$ cat config.mk
export PLATFORM = sky130hd
export DESIGN_NAME = ysyx_22050854_wb_arbiter
export DESIGN_NICKNAME = d
export VERILOG_FILES = /design/src/rtl/ysyx_22050854_wb_arbiter.sv
export SDC_FILE = /design/constraint.sdc
export NUM_CORES = 1
export LEC_CHECK = 0
export CAP_MARGIN = 15
export CORE_MARGIN = 5
export CORE_UTILIZATION = 38
export DETAILED_ROUTE_END_ITERATION = 8
export PLACE_DENSITY = 0.89
export SYNTH_ARGS = -nofsm -noshare
export SYNTH_HDL_FRONTEND = slang
export SYNTH_SLANG_ARGS = --single-unit
$ cat constraint.sdc
create_clock -name clk -period 2.6 [get_ports clk]
set_input_delay 0.39 -clock clk [delete_from_list [all_inputs] [get_ports clk]]
set_output_delay 0.39 -clock clk [all_outputs]
set_load 0.005 [all_outputs]
$ cat src/rtl/ysyx_22050854_wb_arbiter.sv
// ysyx_22050854_wb_arbiter
// Write-back arbiter that shares the register file's single write port
// between the EXU result (req0) and the LSU load result (req1).
// req1 wins by default. req0 is forced to win once it has been refused
// STARVE_LIMIT cycles in a row. Accepted writes pass through a one-cycle
// registered stage that drives rf_wen/rf_waddr/rf_wdata.
// Optional feature macro: YSYX_22050854_WB_FWD_EN enables the forwarding
// of the pending write to the read ports A/B.
module ysyx_22050854_wb_arbiter #(
  parameter int XLEN         = 64,
  parameter int STARVE_LIMIT = 3
) (
  input  logic            clk,
  input  logic            rst,
  input  logic            req0_valid,
  output logic            req0_ready,
  input  logic [4:0]      req0_waddr,
  input  logic [XLEN-1:0] req0_wdata,
  input  logic            req1_valid,
  output logic            req1_ready,
  input  logic [4:0]      req1_waddr,
  input  logic [XLEN-1:0] req1_wdata,
  output logic            rf_wen,
  output logic [4:0]      rf_waddr,
  output logic [XLEN-1:0] rf_wdata,
  input  logic [4:0]      rd_addr_a,
  input  logic [4:0]      rd_addr_b,
  output logic            fwd_hit_a,
  output logic            fwd_hit_b,
  output logic [XLEN-1:0] fwd_data,
  output logic [31:0]     wb_count
);

  localparam logic [3:0] LP_LIMIT = 4'(STARVE_LIMIT);

  logic [3:0]      r_scnt;
  logic            r_wen;
  logic [4:0]      r_waddr;
  logic [XLEN-1:0] r_wdata;
  logic [31:0]     r_wb_count;

  logic            w_starve;
  logic            w_gnt0;
  logic            w_gnt1;
  logic            w_xfer;
  logic [4:0]      w_sel_addr;
  logic [XLEN-1:0] w_sel_data;

  // Grant selection: LSU first unless the EXU has hit its starvation limit
  always_comb begin
    w_starve   = (r_scnt == LP_LIMIT);
    w_gnt1     = ~rst & req1_valid & ~(req0_valid & w_starve);
    w_gnt0     = ~rst & req0_valid & ~w_gnt1;
    w_xfer     = w_gnt0 | w_gnt1;
    w_sel_addr = w_gnt1 ? req1_waddr : req0_waddr;
    w_sel_data = w_gnt1 ? req1_wdata : req0_wdata;
  end

  assign req0_ready = w_gnt0;
  assign req1_ready = w_gnt1;

  // Count consecutive refused cycles of a valid req0, saturating at the limit
  always_ff @(posedge clk) begin
    if (rst) begin
      r_scnt <= '0;
    end else if (!req0_valid || w_gnt0) begin
      r_scnt <= '0;
    end else if (r_scnt != LP_LIMIT) begin
      r_scnt <= r_scnt + 4'd1;
    end
  end

  // Registered write stage; x0 transfers complete but never raise the enable
  always_ff @(posedge clk) begin
    if (rst) begin
      r_wen   <= 1'b0;
      r_waddr <= '0;
      r_wdata <= '0;
    end else if (w_xfer) begin
      r_wen   <= (w_sel_addr != 5'd0);
      r_waddr <= w_sel_addr;
      r_wdata <= w_sel_data;
    end else begin
      r_wen   <= 1'b0;
    end
  end

  // Committed write counter, bumps on every cycle the RF write enable is high
  always_ff @(posedge clk) begin
    if (rst) begin
      r_wb_count <= '0;
    end else if (r_wen) begin
      r_wb_count <= r_wb_count + 32'd1;
    end
  end

  assign rf_wen   = r_wen;
  assign rf_waddr = r_waddr;
  assign rf_wdata = r_wdata;
  assign wb_count = r_wb_count;

`ifdef YSYX_22050854_WB_FWD_EN
  // Forward the pending write to the read ports in the cycle before it lands
  always_comb begin
    fwd_hit_a = r_wen & (r_waddr == rd_addr_a) & (rd_addr_a != 5'd0);
    fwd_hit_b = r_wen & (r_waddr == rd_addr_b) & (rd_addr_b != 5'd0);
    fwd_data  = r_wdata;
  end
`else
  logic [9:0] w_unused_rd;
  assign w_unused_rd = {rd_addr_a, rd_addr_b};

  // Forwarding disabled: outputs tied off
  always_comb begin
    fwd_hit_a = 1'b0;
    fwd_hit_b = 1'b0;
    fwd_data  = '0;
  end
`endif

endmodule

# After elaboration in Yosys (flattened, before gate mapping)
# Index checks and enable logic that the tools add are counted.
dict set report classes {
  addsub 2
  n_eq_ne 2
  n_mux 2
  bitwise_logic 10
  reduce_logical 5
}
# cell n
set op_table {}
lappend op_table {{$mux W64} 1}
lappend op_table {{$add A32 B1 Y32 const B} 1}
lappend op_table {{$and A1 B1 Y1} 5}
lappend op_table {{$mux W5} 1}
lappend op_table {{$reduce_bool A5 Y1} 1}
lappend op_table {{$add A4 B1 Y4 const B} 1}
lappend op_table {{$eq A4 B2 Y1 const B} 1}
lappend op_table {{$ne A4 B2 Y1 const B} 1}
lappend op_table {{$not A1 Y1} 4}
lappend op_table {{$reduce_or A2 Y1} 2}
lappend op_table {{$logic_not A1 Y1} 1}
lappend op_table {{$logic_or A1 B1 Y1} 1}
lappend op_table {{$or A1 B1 Y1} 1}
dict set report word_totals {
  reg_bits 106
  in_bits 152
  out_inout_bits 170
  word_cells 26
}

# Depth between registers and ports, before layout
# Gate-level depths: netlist of the first run.
dict set report depth {
  depth_word 9
  depth_mapped 7
}

# Worst setup path after synthesis of the first run
# OpenSTA, ideal clock, no wires.
dict set report synth_path {
  path_kind {register -> register}
  start {register r_wb_count[0] (netlist: wb_count[0])}
  end {register r_wb_count[22] (netlist: wb_count[22])}
  setup_ns 0.121
  t_arrival_ns 1.805
  required_ns 2.479
  slack_ns 0.674
  path_stages_with_launch 7
  cell_sequence {dfxtp_1 -> ha_1 -> nand3_1 -> or3_2 -> clkbuf_1 -> nor4_1 -> mux2_2}
}
dict set report synth_via {
  elab_chain_cells 1
}
# item line
set synth_rtl {}
lappend synth_rtl {{from (decl)} 40} ;# logic [31:0] r_wb_count;
lappend synth_rtl {{from (signal assigned)} 93} ;# r_wb_count <= r_wb_count + 32'd1;
lappend synth_rtl {{$add A32 B1 Y32} 93}
# Every way passes these cells.
# A chain may end at the register's enable or synchronous reset.

# Final worst setup path of the first run
dict set report layout_path {
  start {register r_scnt[0]}
  end {output port req0_ready}
}
dict set report layout_via {
  elab_chain_cells 6
}
# item line
set layout_rtl {}
lappend layout_rtl {{from (decl)} 36} ;# logic [3:0] r_scnt;
lappend layout_rtl {{from (signal assigned)} 69} ;# r_scnt <= r_scnt + 4'd1;
lappend layout_rtl {{$eq A4 B2 Y1} 51} ;# w_starve = (r_scnt == LP_LIMIT);
lappend layout_rtl {{$and A1 B1 Y1} 52} ;# w_gnt1 = ~rst & req1_valid & ~(req0_valid & w_starve);
lappend layout_rtl {{$not A1 Y1} 52}
lappend layout_rtl {{$and A1 B1 Y1} 52}
lappend layout_rtl {{$not A1 Y1} 53} ;# w_gnt0 = ~rst & req0_valid & ~w_gnt1;
lappend layout_rtl {{$and A1 B1 Y1} 53}
lappend layout_rtl {{to (decl)} 16} ;# output logic req0_ready,
# Every way passes these cells.

==> results of run 1 <==
## sequential cells by signal, indices dropped and copies added (netlist names)
name      cells
rf_wdata     64
wb_count     32
rf_waddr      5
r_scnt        4
rf_wen        1
## worst max path at each step
stage          cells past startpoint      endpoint  slack, ns   startpoint
3_5_place_dp                       7  rf_wdata[44]       0.32   req1_valid
5_1_grt                            5    req0_ready       0.04    r_scnt[0]
2_1_floorplan                      6  wb_count[22]       0.67  wb_count[0]
3_3_place_gp                       7  rf_wdata[44]       0.41   req1_valid
4_1_cts                            5    req0_ready       0.15    r_scnt[0]
6_report                           5    req0_ready       0.19    r_scnt[0]
## final cells by class
| type | count | area [um2] | area share (%) |
|---|---|---|---|
| clock inverter | 4 | 32.5 | 0.407 |
| multi-input combinational | 428 | 2770 | 34.6 |
| inverter | 6 | 22.5 | 0.282 |
| tap | 180 | 225 | 2.82 |
| sequential | 106 | 2120 | 26.5 |
| clock buffer | 12 | 267 | 3.33 |
| timing repair buffer | 256 | 2550 | 32.0 |
## routing by layer
layer,vias to the layer above,routed length (um),global-route usage [%]
met2,195,7980,31.7
met3,20,1340,6.31
met4,0,316,5.49
li1,2379,-,-
met5,-,0,0
met1,2210,5770,19.2
## cells in the mapped netlist, drive strengths merged
library cell,instances
dfxtp,106
o21ai,65
nor3,8
a311oi,1
o31ai,8
nand2b,1
nor2b,5
nor2,36
nand4,6
nor3b,2
buf,78
a211oi,9
xor2,6
mux2,5
or4,13
clkbuf,30
nand3,12
ha,2
a21oi,14
or3,7
mux2i,70
inv,6
nand2,11
nor4,4
and3,4
or2,1
conb,1
nand3b,61
and4,2
xnor2,9
## cell families after synthesis
logic type	after synthesis	share of synthesized area (%)
flops	106	39.8
other cells	1	0.0704
mux	75	14.2
xor+xnor	15	2.47
compound gates	97	9.98
buf+inv	114	13.2
simple gates	173	19.7
fa+ha+maj	2	0.470
## cell usage in the layout, fill, tap and decap left out, drive strengths merged, types with 5 or more instances in the layout
master / n
or4: 13
o31ai: 8
clkdlybuf4s50: 244
nand2: 11
mux2i: 70
xnor2: 9
nand3b: 61
or3: 7
inv: 8
nor3: 8
o21ai: 65
a21oi: 14
nand3: 12
nand4: 6
nor2b: 5
dfxtp: 106
xor2: 6
buf: 12
nor2: 36
clkbuf: 12
mux2: 5
conb: 66
a211oi: 9
## timing repair
item,CTS,global route
hold buffers,0,0
setup endpoints to repair,1,0
resized for setup,1,0
## metrics by stage
| stage | utilization (%) | std cells |
|---|---|---|
| 2_1_floorplan | - | 648 |
| 3_3_place_gp | 55.6 | 976 |
| 3_5_place_dp | 55.6 | 976 |
| 4_1_cts | 57.8 | 992 |
| 5_1_grt | 57.8 | 992 |
| 6_report | 57.8 | 992 |
## power groups by stage
stage          Clock [W]  Combinational [W]  Sequential [W]
2_1_floorplan          0           0.000301         0.00180
3_3_place_gp           0           0.000689         0.00179
3_5_place_dp           0           0.000700         0.00180
4_1_cts          0.00138           0.000702         0.00176
5_1_grt          0.00146           0.000752         0.00177
6_report         0.00134           0.000698         0.00176
==> impl_metrics.json, run 1 <==
{
  "min_to": "r_scnt[0]",
  "place_ws_ns": 0.317,
  "clockPowerShare_pct": 35.3,
  "crit_type": "reg -> out",
  "core_area_um2": 13800,
  "timing.rr.start": "wb_count[3]",
  "wl_per_cell_um": 15.5,
  "placementRows": 43,
  "swShare_pct": 24.1,
  "clkTransAtPathRegs_ns": 0.07,
  "crit_chain": "ha_1 > nor3b_2 > nor2b_1 > nor3b_1 > clkdlybuf4s50_1",
  "cp_slowest_cell": "clkdlybuf4s50_1",
  "drt-pass1-iter-count": 5,
  "yosysSeqAreaShare_pct": 39.8,
  "power.leakage_nw": 2.90,
  "die_h_um": 128,
  "fin_crit_ns": 2.41,
  "gp_congestion": 0.813,
  "ys_types": 35,
  "cts_root_buffer": "clkbuf_16",
  "routed_wl_um": 15400,
  "yosys_warnings": 0,
  "start_util_pct": 38.5,
  "crit_required_ns": 2.21,
  "hold_path.startpoint": "r_scnt[0]",
  "slew_headroom_pct": 57.2,
  "critPathTopFamily": "simple AND/OR/NAND/NOR gates",
  "ir_drop_mv": 0.382,
  "skew_ns": 0.00979,
  "via_per_inst": 4.84,
  "avgSynthCellArea_um2": 9.14,
  "grt_pass1_vias": 4609,
  "synth_area_leader_cell": "dfxtp_1",
  "grt_max_degree": 62,
  "netlist.area_leader.share_pct": 39.8,
  "ioPinCount": 322,
  "cp_max_fo": 3,
  "dp_hpwl_um": 12000,
  "insertion_delay_ns": 0.34,
  "grt_pass1_wl_um": 23200,
  "htree_levels": 3,
  "power.switching_w": 0.000917,
  "drv_slew": 0,
  "cts_made_buffers": 9,
  "nets": 961,
  "cts_sinks": 106,
  "drive_gt1_share_pct": 5.05,
  "vias": 4804,
  "dieArea_um2": 16500,
  "hold_class": "reg -> reg",
  "max-clock-path-buffers": 2,
  "finalPower_w": 0.00380,
  "fp.dieW_um": 128,
  "layout_setup_ws_ns": 0.186,
  "hold_viol_final": 0,
  "rr_endpoint": "wb_count[25]",
  "tns_ns": 0,
  "tightest_slew_ns": 0.641,
  "drv_cap": 0,
  "cp-end-kind": "primary output",
  "io_buffers": 245,
  "cts_tree": "yes",
  "ant_nets": 0,
  "power_frac_comb_pct": 18.4,
  "pwr_density_cell_nw_per_um2": 475,
  "syn_area_um2": 5330,
  "max_freq_mhz": 414,
  "rsz0062_at_grt": "no",
  "grt_usage_pct": 17.6,
  "syn_inst": 583,
  "p_seq_share_pct": 46.3,
  "critical_path_buf_inv_count": 1,
  "place_area_um2": 7690,
  "ys_ff_latch": 106,
  "status": "finished clean",
  "finalCritPeriodShare_pct": 92.9,
  "hold_slack_ns": 0.453,
  "setup_viol": 0,
  "p_int_w": 0.00288,
  "remaining_drc_errors": 0,
  "post-cts-setup-buffers": 0,
  "synth.area.top_cells": "dfxtp_1, mux2i_1, buf_4",
  "rr_worst_depth": 4,
  "hold-path-cell-count": 1,
  "area_growth_pct": 50.0,
  "num_antenna_cells": 0,
  "cpPeakStageDelay_ns": 0.54,
  "fill_cells": 1164,
  "overflow": 0,
  "arrival_ns": 2.02,
  "antenna_found_initial": 0,
  "reg2reg_slack_ns": 0.48,
  "cp-start-kind": "register",
  "stdcell_area_um2": 7990,
  "drt_iter0_drc": 200
}
Note: power is estimated with default switching activity, not from simulation.
==> inputs of run 2 (changes only) <==
clock period = 2.4 ns   (was 2.6 ns; I/O delays follow)
==> run 2 against run 1 <==
Against the previous run: sequential power is 9% higher; hold slack worse by 0.0012 ns; power is 11% higher; clock skew is 0.0013 ns higher; largest power group unchanged.
==> impl_metrics.json, run 2 (same netlist as run 1, synthesis figures left out) <==
{
  "status": "finished clean",
  "arrival_ns": 1.92,
  "die_h_um": 128,
  "insertion_delay_ns": 0.35,
  "antenna_found_initial": 0,
  "critPathLaunch": "r_scnt[0]",
  "overflow": 0,
  "grt_pass1_wl_um": 23500,
  "area_growth_pct": 51.1,
  "cts_sinks": 106,
  "ioPinCount": 322,
  "critical_path_buf_inv_count": 2,
  "rsz0062_at_grt": "no",
  "finalCritPeriodShare_pct": 95.0,
  "dr.max_layer_used": "met4",
  "vias": 4816,
  "cp_max_fo": 3,
  "cts_made_buffers": 9,
  "start_util_pct": 38.5,
  "cp-start-kind": "register",
  "cpPeakStageDelay_ns": 0.54,
  "tightest_slew_ns": 0.594,
  "tns_ns": 0,
  "max_freq_mhz": 439,
  "io_buffers": 245,
  "gp_congestion": 0.797,
  "ir_drop_mv": 0.356,
  "cp_slowest_cell": "clkdlybuf4s50_1",
  "largest_reg_flops": 64,
  "nets": 966,
  "clkTransAtPathRegs_ns": 0.07,
  "crit_type": "reg -> out",
  "pwr_density_cell_nw_per_um2": 522,
  "finalPower_w": 0.00420,
  "power.switching_w": 0.00103,
  "drive_gt1_share_pct": 5.63,
  "fin_crit_ns": 2.28,
  "max-clock-path-buffers": 2,
  "skew_ns": 0.0111,
  "endpoint": "req1_ready",
  "cts_tree": "yes",
  "wl_per_cell_um": 15.6,
  "remaining_drc_errors": 0,
  "multi_input_area_um2": 2780,
  "fp.dieW_um": 128,
  "critPathTopFamily": "buffers and inverters",
  "num_antenna_cells": 0,
  "timing.rr.start": "wb_count[3]",
  "htree_levels": 3,
  "final_cell_mix": "clkdlybuf4s50_1, dfxtp_1, mux2i_1",
  "p_seq_share_pct": 45.4,
  "dp_hpwl_um": 12100,
  "met3RoutedLength_um": 1260,
  "crit_chain": "ha_1 > nor3b_4 > buf_4 > a21oi_4 > clkdlybuf4s50_1",
  "drv_cap": 0,
  "ant_nets": 0,
  "post-cts-setup-buffers": 0,
  "fill_cells": 1169,
  "final-seq-area_um2": 2120,
  "reg2reg_slack_ns": 0.26,
  "hold_slack_ns": 0.452,
  "placementRows": 43,
  "core_area_um2": 13800,
  "drt-pass1-iter-count": 4,
  "utilization_pct": 58.2,
  "cts_root_buffer": "clkbuf_16",
  "ctsHoldBuffers": 0,
  "hold_class": "reg -> reg",
  "dieArea_um2": 16500,
  "grt_max_degree": 62,
  "cp-end-kind": "primary output",
  "rr_endpoint": "wb_count[25]",
  "power_frac_comb_pct": 18.1,
  "crit_required_ns": 2.04,
  "rr_worst_depth": 4,
  "post_cts_resized": 0,
  "mostFrequentLayoutCell": "clkdlybuf4s50_1",
  "drv_slew": 0,
  "hold_viol_final": 0,
  "grt_pass1_vias": 4724,
  "grt_usage_pct": 17.8,
  "routed_wl_um": 15500,
  "setup_viol": 0,
  "slew_headroom_pct": 60.4,
  "route.met2.wl_um": 8370,
  "via_per_inst": 4.83,
  "drt_iter0_drc": 265,
  "p_int_w": 0.00318,
  "swShare_pct": 24.4,
  "worstSetupPathDepth": 5,
  "power.leakage_nw": 2.95,
  "clockPowerShare_pct": 36.5,
  "wl_met1_um": 5740
}
-- run 2: metrics by stage --
step           setup slack [ns]  area [um2]  instances
3_5_place_dp              0.158        7730        981
6_report                  0.120        8050        997
4_1_cts                  0.0236        8040        997
5_1_grt                  0.0491        8050        997
2_1_floorplan             0.474        5570        648
3_3_place_gp              0.198        7730        981
-- run 2: worst min-delay path by stage --
| stage | startpoint | endpoint | slack [ns] | depth (start not counted) |
|---|---|---|---|---|
| final | r_scnt[0] | r_scnt[0] | 0.45 | 1 |
| after CTS | r_scnt[0] | r_scnt[0] | 0.45 | 1 |
| after floorplan | r_scnt[0] | r_scnt[0] | 0.42 | 1 |
| after detailed placement | r_scnt[0] | r_scnt[0] | 0.44 | 1 |
| after global placement | r_scnt[0] | r_scnt[0] | 0.43 | 1 |
| after global routing | r_scnt[0] | r_scnt[0] | 0.48 | 1 |
-- run 2: area by class of cell --
class	instances	area share, %
inverters	6	0.280
multi-input cells	428	34.5
clock buffers	10	2.97
repair buffers	261	32.2
well taps	180	2.80
clock inverters	6	0.886
flip-flops and latches	106	26.4
-- run 2: metal layers --
layer	vias to the layer above	global-route usage (%)
met1	2222	19.4
met3	11	5.56
met4	0	4.43
met5	-	0
li1	2391	-
met2	192	33.2
-- run 2: power by group through the flow --
stage | Clock, W | Combinational, W | Sequential, W
floorplan | 0 | 0.000326 | 0.00195
global placement | 0 | 0.000756 | 0.00194
detailed placement | 0 | 0.000767 | 0.00195
CTS | 0.00157 | 0.000769 | 0.00191
global route | 0.00163 | 0.000819 | 0.00192
finish | 0.00153 | 0.000762 | 0.00191
-- run 2: worst register-to-register path, delay by kind of cell (launching register included) --
family / cells / cell delay (ns)
and+or+nand+nor: 3 / 1.45
AOI/OAI and AO/OA: 1 / 0.17
DFF: 1 / 0.45
==> inputs of run 3 (changes only) <==
CTS_CLUSTER_SIZE = 10   (was not set)
==> results of run 3 <==
Final layout, timing and power as in run 2 (identical DEF).
